<file path="src/rtl/pbdebounce_array.sv">
// Multi-channel push-button debouncer: two-flop synchronisers, one shared sample prescaler,
// per-channel shift-register history, edge pulses and a once-per-press long-hold pulse.
module pbdebounce_array #(
  parameter int unsigned CHANNELS   = 4,
  parameter int unsigned TICK_DIV   = 50000,
  parameter int unsigned DEPTH      = 8,
  parameter int unsigned HOLD_TICKS = 1000
) (
  input  logic                clk,
  input  logic                rst,
  input  logic [CHANNELS-1:0] button,
  output logic [CHANNELS-1:0] level,
  output logic [CHANNELS-1:0] rise,
  output logic [CHANNELS-1:0] fall,
  output logic [CHANNELS-1:0] held,
  output logic                tick
);

  localparam int unsigned CntW  = (TICK_DIV > 2) ? $clog2(TICK_DIV) : 1;
  localparam int unsigned HoldW = (HOLD_TICKS > 1) ? $clog2(HOLD_TICKS + 1) : 1;
  localparam logic [CntW-1:0]  CntMax  = CntW'(TICK_DIV - 1);
  localparam logic [HoldW-1:0] HoldMax = HoldW'(HOLD_TICKS);
  localparam logic [HoldW-1:0] HoldPre = HoldW'(HOLD_TICKS - 1);

  logic [CHANNELS-1:0] sync1;
  logic [CHANNELS-1:0] sync2;
  logic [CntW-1:0]     presc;
  logic [DEPTH-1:0]    hist      [CHANNELS];
  logic [DEPTH-1:0]    hist_next [CHANNELS];
  logic [HoldW-1:0]    hold_cnt  [CHANNELS];

  always_ff @(posedge clk or posedge rst) begin
    if (rst) begin
      sync1 <= '0;
      sync2 <= '0;
    end else begin
      sync1 <= button;
      sync2 <= sync1;
    end
  end

  always_ff @(posedge clk or posedge rst) begin
    if (rst) begin
      presc <= '0;
    end else if (presc == CntMax) begin
      presc <= '0;
    end else begin
      presc <= presc + 1'b1;
    end
  end

  assign tick = (presc == CntMax);

  always_comb begin
    for (int i = 0; i < CHANNELS; i++) begin
      hist_next[i] = {hist[i][DEPTH-2:0], sync2[i]};
    end
  end

  // The decision uses the post-shift history so level moves on the very tick that completes a run.
  always_ff @(posedge clk or posedge rst) begin
    if (rst) begin
      level <= '0;
      rise  <= '0;
      fall  <= '0;
      held  <= '0;
      for (int i = 0; i < CHANNELS; i++) begin
        hist[i]     <= '0;
        hold_cnt[i] <= '0;
      end
    end else begin
      rise <= '0;
      fall <= '0;
      held <= '0;
      for (int i = 0; i < CHANNELS; i++) begin
        if (tick) begin
          hist[i] <= hist_next[i];
          if (!level[i] && (&hist_next[i])) begin
            level[i] <= 1'b1;
            rise[i]  <= 1'b1;
          end else if (level[i] && !(|hist_next[i])) begin
            level[i] <= 1'b0;
            fall[i]  <= 1'b1;
          end
        end
        // Saturation at HOLD_TICKS keeps held to a single pulse per press.
        if (!level[i]) begin
          hold_cnt[i] <= '0;
        end else if (tick && (hold_cnt[i] != HoldMax)) begin
          hold_cnt[i] <= hold_cnt[i] + 1'b1;
          held[i]     <= (hold_cnt[i] == HoldPre);
        end
      end
    end
  end

endmodule

</file>
<file path="config.mk">
export PLATFORM = sky130hd
export DESIGN_NAME = pbdebounce_array
export DESIGN_NICKNAME = d
export VERILOG_FILES = /design/src/rtl/pbdebounce_array.sv
export SDC_FILE = /design/constraint.sdc
export NUM_CORES = 1
export LEC_CHECK = 0
export ABC_AREA = 1
export BUFFER_PORTS_ARGS = -buffer_cell sky130_fd_sc_hd__buf_2
export CAP_MARGIN = 5
export CELL_PAD_IN_SITES_DETAIL_PLACEMENT = 0
export CELL_PAD_IN_SITES_GLOBAL_PLACEMENT = 1
export CORE_MARGIN = 5
export CORE_UTILIZATION = 30
export CTS_CLUSTER_SIZE = 10
export DETAILED_ROUTE_END_ITERATION = 6
export PLACE_DENSITY_LB_ADDON = 0.05
export SLEW_MARGIN = 30
export SYNTH_ARGS = -nofsm -noshare
export SYNTH_HDL_FRONTEND = slang
export SYNTH_SLANG_ARGS = --single-unit
</file>
<file path="constraint.sdc">
create_clock -name clk -period 3.1 [get_ports clk]
set_input_delay 0.465 -clock clk [delete_from_list [all_inputs] [get_ports clk]]
set_output_delay 0.465 -clock clk [all_outputs]
set_load 0.03 [all_outputs]
</file>
==> summary.md, run 1 <==
| Metric | Value |
|---|---|
| Crit path DAT | 1.97 ns |
| Die span in y | 148 um |
| DRT met1 WL | 6.49 mm |
| VDD IR max | 247 uV |
| Cts hold-fix bufs | 0 |
| Post-CTS setup buffer count | 0 |
| Worst Path Required | 2.63 ns |
| Max Fanout on Critical Path | 17 |
| Antenna cell count | 0 |
| # fillers | 1,983 |
| Leakage | 3.13 nW |
| HPWL after DPL | 9.23 mm |
| Vias per inst | 4.70 |
| CTS tree | yes |
| Largest net degree at the start of global routing | 57 |
| Cell taking the most area after synthesis | dfrtp_1 |
| Yosys warnings | 0 |
| Setup TNS | 0 ns |
| Post-Place Worst Slack | 0.989 ns |
| Worst Skew | 0.0106 ns |
| Final Cycle Share | 78.7% |
| GPL Wtd Cong | 0.760 |
| Compound-Gate Fraction of Synth Area | 3.33% |
| Post-synthesis sequential element count | 108 |
| Synth Area in XOR/XNOR | 2.89% |
| Final setup violation count | 0 |
| Mapped cell area | 0.00575 mm^2 |
| Starting density of the core | 30.6% |
| CTS buffer count | 9 |
| Worst-skew pair later-pin latency | 0.36 ns |
| Sequential-to-total area share from yosys stat | 47.0% |
| Final min period | 2.44 ns |
| Htree depth | 3 |
| Worst slew margin | 46.7% |
| Die ar. | 0.0220 mm^2 |
| Crit path kind | reg -> out |
| F_max | 410 MHz |
| Async set-reset flop share out of synthesis | 100% |
| Fin. max-slew vios | 0 |
| First drt pass iteration count | 6 |
| CTS clock-pin slew for the worst setup and hold paths | 0.07 ns |
| DR iter-0 viols | 192 |
| Nets | 793 |
| First-pass GRT wire length | 23.4 mm |
| Total grt overflow | 0 |
| Post-Synthesis Cells | 762 |
| Total chip power | 0.00273 W |
| Hold Fails Final Rpt | 0 |
| Site Rows | 50 |
| Most used flip-flop cell after synthesis | dfrtp_1 |
| Total track usage | 13.0% |
| Maximum buffer depth of the clock tree | 2 |
| Min-Delay Path Class | in -> async |
| Largest family of logic cells by synthesized area | simple AND/OR/NAND/NOR gates |
| Power Density | 428 mW/mm^2 |
| Most numerous cell in the Yosys netlist | nand2_1 |
| Syn_nets | 777 |
| Post-cts resize count | 0 |
| Number of global-route vias before repair | 4,709 |
| Wire length on met3 | 362 um |
| Initial antenna violation count | 0 |
| Mux share of post-synthesis cell area | 0% |
| Wire length per cell | 13.3 um |
| DRC | 0 |
| Core area | 0.0188 mm^2 |
| Post-Route WL | 13.5 mm |
| Area contributors post-synth | dfrtp_1, nand2_1, nand3_1 |
| Finished Core Util | 34.1% |
| Worst setup slack after layout | 0.661 ns |
| Io pins | 23 |
| Max-cap viol count | 0 |
| Cell variety after synth | 33 |
| CP Capture Type | primary output |
| Post-Synth Simple-Gate Area | 36.4% |
| Syn-to-layout area delta | 11.2% |
| Status | completed |
| Share of cells above drive strength 1 | 7.54% |
| DR vias | 4,782 |
| Synth Area in Adders | 1.96% |
| Wire length on met2 | 6.53 mm |
| Root Buffer | clkbuf_16 |
| Highest routed metal layer | met4 |
| Post-route ant nets | 0 |
| Yosys top cell area share | 47.0% |
| PortBufs | 22 |
| RSZ-0062 raised after global routing | no |
| Post-synth EDFFs | 0 |
| Nature of the critical path startpoint | flip-flop |
| Slew @ Worst Pin | 0.800 ns |
| DIE WIDTH | 148 um |
| Clk sinks | 108 |
| Top cells by count, synth | nand2_1, dfrtp_1, nand3_1 |
| Syn Area/Cell | 7.55 um^2 |
-- worst max-delay path, stage by stage (launching register included) --
cell and delay (ns):
dfrtp_1 0.38, ha_1 0.19, nand2_1 0.08, inv_2 0.07, nand2_1 0.11, nor2_2 0.17
nand2_2 0.07, inv_2 0.28, buf_2 0.27
-- worst paths after layout --
kind                            depth (start not counted)                from                       end  slack (ns)
worst min-delay path                                    2                 rst  hold_cnt[16]$_DFFE_PP0P_        0.02
worst min register to register                          0  sync1[1]$_DFF_PP0_        sync2[1]$_DFF_PP0_        0.35
min in group clk                                        1           button[3]        sync1[3]$_DFF_PP0_        0.21
max in group asynchronous                               3                 rst       hist[4]$_DFFE_PP0N_        2.16
worst max-delay path                                    8  presc[0]$_DFF_PP0_                      tick        0.66
worst max register to register                         10  presc[0]$_DFF_PP0_  hold_cnt[29]$_DFFE_PP0P_        1.06
-- layout make-up --
class,instances,area [um^2],area share (%)
multi-input combinational,538,2570,40.1
clock inverter,7,98.8,1.55
clock buffer,9,225,3.52
tap,234,293,4.58
sequential,108,2700,42.3
inverter,93,353,5.52
timing repair buffer,28,155,2.43
-- power breakdown --
group	switching, W	total [W]	internal [W]
Clock	0.000564	0.00128	0.000715
Combinational	0.0000336	0.0000393	0.00000569
Sequential	0.00000236	0.00141	0.00141
Total	0.000600	0.00273	0.00213
-- stage by stage --
stage	instance area, um^2	cells	hold WS (ns)
6_report	6390	1017	0.0244
5_1_grt	6390	1017	0.0287
4_1_cts	6390	1017	0.0151
3_5_place_dp	6070	1001	0.335
3_3_place_gp	6070	1001	0.332
2_1_floorplan	5750	762	0.331
-- flip-flops by register name (all words and copies together), names as in the netlist --
signal / count
level: 4
sync2: 4
rise: 4
sync1: 4
fall: 4
hist: 28
hold_cnt: 40
held: 4
presc: 16
-- placed cells by master, fill, tap and decap left out, types with 15 or more instances in the layout --
cell type,netlist,final
xor2_1,18,18
o21ai_1,18,18
nand4_1,15,15
nor2_1,97,97
nor3_1,22,22
dfrtp_1,108,108
nand3_1,104,104
buf_2,10,22
inv_1,88,87
nand2_1,207,207
-- per-layer routing --
metal | track usage [%] | vias to the layer above
met5 | 0 | -
met4 | 3.00 | 0
met3 | 3.05 | 7
met2 | 21.8 | 53
met1 | 17.0 | 2273
li1 | - | 2449
-- cells by family (layout without fill, tap and decap cells) --
family | Yosys count | after routing
AOI/OAI and AO/OA | 37 | 37
xor gates and xnor gates | 19 | 19
adders and majority gates | 9 | 9
buffers and inverters | 116 | 137
DFF | 108 | 108
and+or+nand+nor | 473 | 473
Power figures use the tool's default switching activity.
==> run 2, diff against run 1 <==
- clock period: 3.1 -> 2.4 ns (I/O delays scaled with it)
==> summary.md, run 2 (synthesis gave the netlist of run 1 again) <==
| Metric | Value |
|---|---|
| Status | completed |
| Total track usage | 13.4% |
| Finished Core Util | 34.5% |
| Slew @ Worst Pin | 0.681 ns |
| GPL Wtd Cong | 0.774 |
| CTS buffer count | 9 |
| Hold Fails Final Rpt | 0 |
| CTS clock-pin slew for the worst setup and hold paths | 0.08 ns |
| Site Rows | 50 |
| Biggest register | hold_cnt |
| Crit path DAT | 1.76 ns |
| Post-Route WL | 13.9 mm |
| DR iter-0 viols | 229 |
| Nature of the critical path startpoint | flip-flop |
| Min-Delay Path Class | in -> async |
| Reg2Reg Setup Slack | 0.57 ns |
| Leakage | 3.17 nW |
| Sw frac | 22.5% |
| Setup TNS | 0 ns |
| Antenna cell count | 0 |
| Core area | 0.0188 mm^2 |
| Power Density | 536 mW/mm^2 |
| Final setup violation count | 0 |
| Final min period | 2.12 ns |
| Psw | 0.000779 W |
| Max Fanout on Critical Path | 6 |
| RSZ-0062 raised after global routing | no |
| Htree depth | 3 |
| CTS tree | yes |
| Share of cells above drive strength 1 | 8.59% |
| Met3 track demand over resource | 3.05% |
| Clk sinks | 108 |
| Internal power | 0.00269 W |
| Die span in y | 148 um |
| Vias per inst | 4.71 |
| Root Buffer | clkbuf_16 |
| Total grt overflow | 0 |
| Worst slew margin | 54.5% |
| CP Capture Type | primary output |
| Wire length per cell | 13.5 um |
| Number of global-route vias before repair | 4,833 |
| Layer with the highest usage | met2 |
| Commonest cells after routing, fill and taps aside | nand2_1, dfrtp_1, nand3_1 |
| Starting density of the core | 30.6% |
| First drt pass iteration count | 4 |
| Combinational Power Share | 1.7% |
| DIE WIDTH | 148 um |
| Grt met2 use | 22.7% |
| Die ar. | 0.0220 mm^2 |
| Worst-skew pair later-pin latency | 0.36 ns |
| Area after DPL | 0.00616 mm^2 |
| DRC | 0 |
| Syn-to-layout area delta | 12.6% |
| # fillers | 2,019 |
| Dpl cells | 1,010 |
| Design Area, Final | 0.00647 mm^2 |
| Max-cap viol count | 0 |
| DR vias | 4,830 |
| Largest net degree at the start of global routing | 48 |
| Cts hold-fix bufs | 0 |
| Global routing met1 resource utilization | 17.3% |
| Worst Path Required | 2.04 ns |
| Non-filler cells, final | 1,026 |
| Clock power share | 45.7% |
| Commonest non-fill, non-tap cell in the layout | nand2_1 |
| Worst Skew | 0.0139 ns |
| Regs by FF count | hold_cnt x40, hist x28, presc x16 |
| Worst-case hold slack | 0.0913 ns |
| Crit path kind | reg -> out |
| Initial antenna violation count | 0 |
| Io pins | 23 |
| F_max | 471 MHz |
| Nets | 802 |
| Final Cycle Share | 88.4% |
| HPWL after DPL | 9.78 mm |
| Sequential power share | 52.7% |
| VDD IR max | 291 uV |
| R2R depth | 9 |
| Maximum buffer depth of the clock tree | 2 |
| Fin. max-slew vios | 0 |
| PortBufs | 22 |
| Post-cts resize count | 0 |
| Max FFs per register | 40 |
| Post-route ant nets | 0 |
| Post-CTS setup buffer count | 0 |
| First-pass GRT wire length | 24.1 mm |
run 2: cell types whose count changed in the layout (fill, tap and decap cells not counted), sizes merged:
cell and delta:
buf +9, bufinv -1, clkbuf +1
run 2: worst max-delay path: stages (launching register included):
cell and delay [ns]:
dfrtp_1 0.37, ha_1 0.18, nand2_1 0.08, inv_2 0.07
nand2_1 0.11, nor2_2 0.16, nand2_2 0.09, inv_2 0.11
buf_2 0.23
run 2: power groups by stage:
stage / Combinational (W) / Clock [W] / Sequential, W
5_1_grt: 0.0000694 / 0.00172 / 0.00183
3_5_place_dp: 0.0000623 / 0 / 0.00186
6_report: 0.0000573 / 0.00158 / 0.00183
4_1_cts: 0.0000625 / 0.00167 / 0.00183
3_3_place_gp: 0.0000622 / 0 / 0.00186
2_1_floorplan: 0.0000328 / 0 / 0.00186
run 2: stage by stage:
stage	worst slack [ns]	total power (W)
after floorplan	0.738	0.00190
final	0.278	0.00347
after global routing	0.118	0.00362
after global placement	0.582	0.00193
after detailed placement	0.557	0.00193
after CTS	0.224	0.00356
run 2: path summary, 6_finish.rpt:
check / end / startpoint
worst max-delay path: tick / presc[0]$_DFF_PP0_
worst min-delay path: hold_cnt[22]$_DFFE_PP0P_ / rst
worst max register to register: fall[1]$_DFF_PP0_ / presc[0]$_DFF_PP0_
worst min register to register: sync2[2]$_DFF_PP0_ / sync1[2]$_DFF_PP0_
max in group asynchronous: hist[3]$_DFFE_PP0N_ / rst
min in group clk: sync1[2]$_DFF_PP0_ / button[2]
run 2: area by class of cell:
| cell class | count | area, um^2 | area share (%) |
|---|---|---|---|
| Tap cell | 234 | 293 | 4.52 |
| Sequential cell | 108 | 2700 | 41.8 |
| Timing Repair Buffer | 37 | 248 | 3.83 |
| Inverter | 93 | 353 | 5.45 |
| Multi-Input combinational cell | 538 | 2570 | 39.6 |
| Clock buffer | 10 | 239 | 3.69 |
| Clock inverter | 6 | 71.3 | 1.10 |
run 2: per-layer routing:
metal / vias to the layer above / wire length [um] / share of wire, %
met5: - / 0 / 0
met4: 0 / 149 / 1.1
met3: 12 / 341 / 2.5
met2: 48 / 6750 / 49
met1: 2298 / 6660 / 48
li1: 2472 / - / -
==> run 3, diff against run 2 <==
- CORE_MARGIN: 5 -> 8
==> summary.md, run 3 (synthesis gave the netlist of run 1 again) <==
| Metric | Value |
|---|---|
| Crit path DAT | 1.79 ns |
| First drt pass iteration count | 6 |
| Regs by FF count | hold_cnt x40, hist x28, presc x16 |
| Status | completed |
| Leakage | 3.15 nW |
| DR iter-0 viols | 209 |
| Largest net degree at the start of global routing | 93 |
| Worst slew margin | 65.5% |
| Number of global-route vias before repair | 4,786 |
| Initial antenna violation count | 0 |
| Crit path kind | reg -> out |
| Final setup violation count | 0 |
| Sequential power share | 53.5% |
| Clock power share | 44.9% |
| CP Capture Type | primary output |
| Power Density | 530 mW/mm^2 |
| Min-Delay Path Class | in -> async |
| Cell with the largest stage delay on the worst path | dfrtp_1 |
| CTS buffer count | 9 |
| WP depth | 8 |
| Worst setup slack after layout | 0.248 ns |
| Worst-skew pair later-pin latency | 0.36 ns |
| Commonest cells after routing, fill and taps aside | nand2_1, dfrtp_1, nand3_1 |
| Combinational Power Share | 1.6% |
| Crit-path leading delay family | simple AND/OR/NAND/NOR gates |
| Site Rows | 50 |
| Post-CTS setup buffer count | 0 |
| Worst Path Required | 2.04 ns |
| Worst Skew | 0.0134 ns |
| Commonest non-fill, non-tap cell in the layout | nand2_1 |
| Core area | 0.0188 mm^2 |
| Final min period | 2.15 ns |
| Antenna cell count | 0 |
| Wire length per cell | 13.6 um |
| GPL Wtd Cong | 0.764 |
| Die span in y | 154 um |
| Internal power | 0.00266 W |
| Htree depth | 3 |
| Slew @ Worst Pin | 0.518 ns |
| DIE WIDTH | 154 um |
| Total track usage | 12.1% |
| First-pass GRT wire length | 23.7 mm |
| Post-cts resize count | 0 |
| Total chip power | 0.00341 W |
| PortBufs | 22 |
| Syn-to-layout area delta | 11.9% |
| Worst-case hold slack | 0.0666 ns |
| Starting density of the core | 30.6% |
| Io pins | 23 |
| Root Buffer | clkbuf_16 |
| Max-cap viol count | 0 |
| F_max | 465 MHz |
| HPWL after DPL | 9.37 mm |
| Nets | 800 |
| Biggest register | hold_cnt |
| R2R depth | 9 |
| Final Cycle Share | 89.7% |
| Fin. max-slew vios | 0 |
| Sw frac | 22.0% |
| Crit path buf inv count | 3 |
| DR vias | 4,759 |
| Die ar. | 0.0239 mm^2 |
| CTS tree | yes |
| Post-Place Worst Slack | 0.578 ns |
| Total grt overflow | 0 |
| Max Fanout on Critical Path | 6 |
| Post-Route WL | 13.9 mm |
| Vias per inst | 4.66 |
| DRC | 0 |
| # fillers | 1,963 |
| Setup TNS | 0 ns |
| Psw | 0.000751 W |
| CTS clock-pin slew for the worst setup and hold paths | 0.08 ns |
| Hold Fails Final Rpt | 0 |
| Share of cells above drive strength 1 | 8.12% |
| Maximum buffer depth of the clock tree | 2 |
| Cts hold-fix bufs | 0 |
| Max FFs per register | 40 |
| CP peak stage delay | 0.38 ns |
| RSZ-0062 raised after global routing | no |
| VDD IR max | 280 uV |
| Clk sinks | 108 |
| Critical path cell sequence | ha_1, nand2_1, inv_2, nand2_1, nor2_2, nand2_2, inv_2, buf_2 |
| Post-route ant nets | 0 |
| Nature of the critical path startpoint | flip-flop |
## run 3: layout make-up
type                    count  area [um^2]  share of cell area [%]
inverters                  93          353                    5.48
clock inverters             4         51.3                   0.797
clock buffers              10          239                    3.71
flip-flops and latches    108         2700                    42.0
repair buffers             35          233                    3.62
well taps                 234          293                    4.55
multi-input cells         538         2570                    39.9
## run 3: path summary, 6_finish.rpt
check	start	endpoint	slack [ns]
worst max register to register	presc[0]$_DFF_PP0_	level[3]$_DFFE_PP0P_	0.57
worst max-delay path	presc[0]$_DFF_PP0_	tick	0.25
worst min-delay path	rst	hold_cnt[11]$_DFFE_PP0P_	0.07
min in group clk	button[2]	sync1[2]$_DFF_PP0_	0.11
max in group asynchronous	rst	hold_cnt[1]$_DFFE_PP0P_	1.85
worst min register to register	sync1[3]$_DFF_PP0_	sync2[3]$_DFF_PP0_	0.35
## run 3: power groups by stage
| stage | logic [W] | registers (W) | clock network, W |
|---|---|---|---|
| after detailed placement | 0.0000577 | 0.00186 | 0 |
| after global routing | 0.0000638 | 0.00183 | 0.00166 |
| after global placement | 0.0000568 | 0.00186 | 0 |
| final | 0.0000535 | 0.00183 | 0.00153 |
| after CTS | 0.0000586 | 0.00183 | 0.00160 |
| after floorplan | 0.0000328 | 0.00186 | 0 |
## run 3: stage by stage
stage	util (%)	cells	area, um^2
after floorplan	-	762	5750
after global placement	32.8	1008	6150
after detailed placement	32.8	1008	6150
after CTS	34.3	1022	6440
after global routing	34.3	1022	6440
final	34.3	1022	6440
## run 3: worst register-to-register path, stage by stage, from the launching register on
cell	delay (ns)
dfrtp_1	0.38
ha_1	0.18
nand2_1	0.09
inv_2	0.07
nand2_1	0.10
nor2_1	0.17
and2_1	0.47
nand3_1	0.12
nand2_1	0.08
nand2_1	0.05
## run 3: layer usage
layer	global-route usage (%)	wire, um	up-vias	part of all wire [%]
li1	-	-	2462	-
met1	15.3	6580	2234	47
met5	0	0	-	0
met2	20.5	6770	52	49
met4	3.03	127	0	0.91
met3	2.95	423	11	3.0
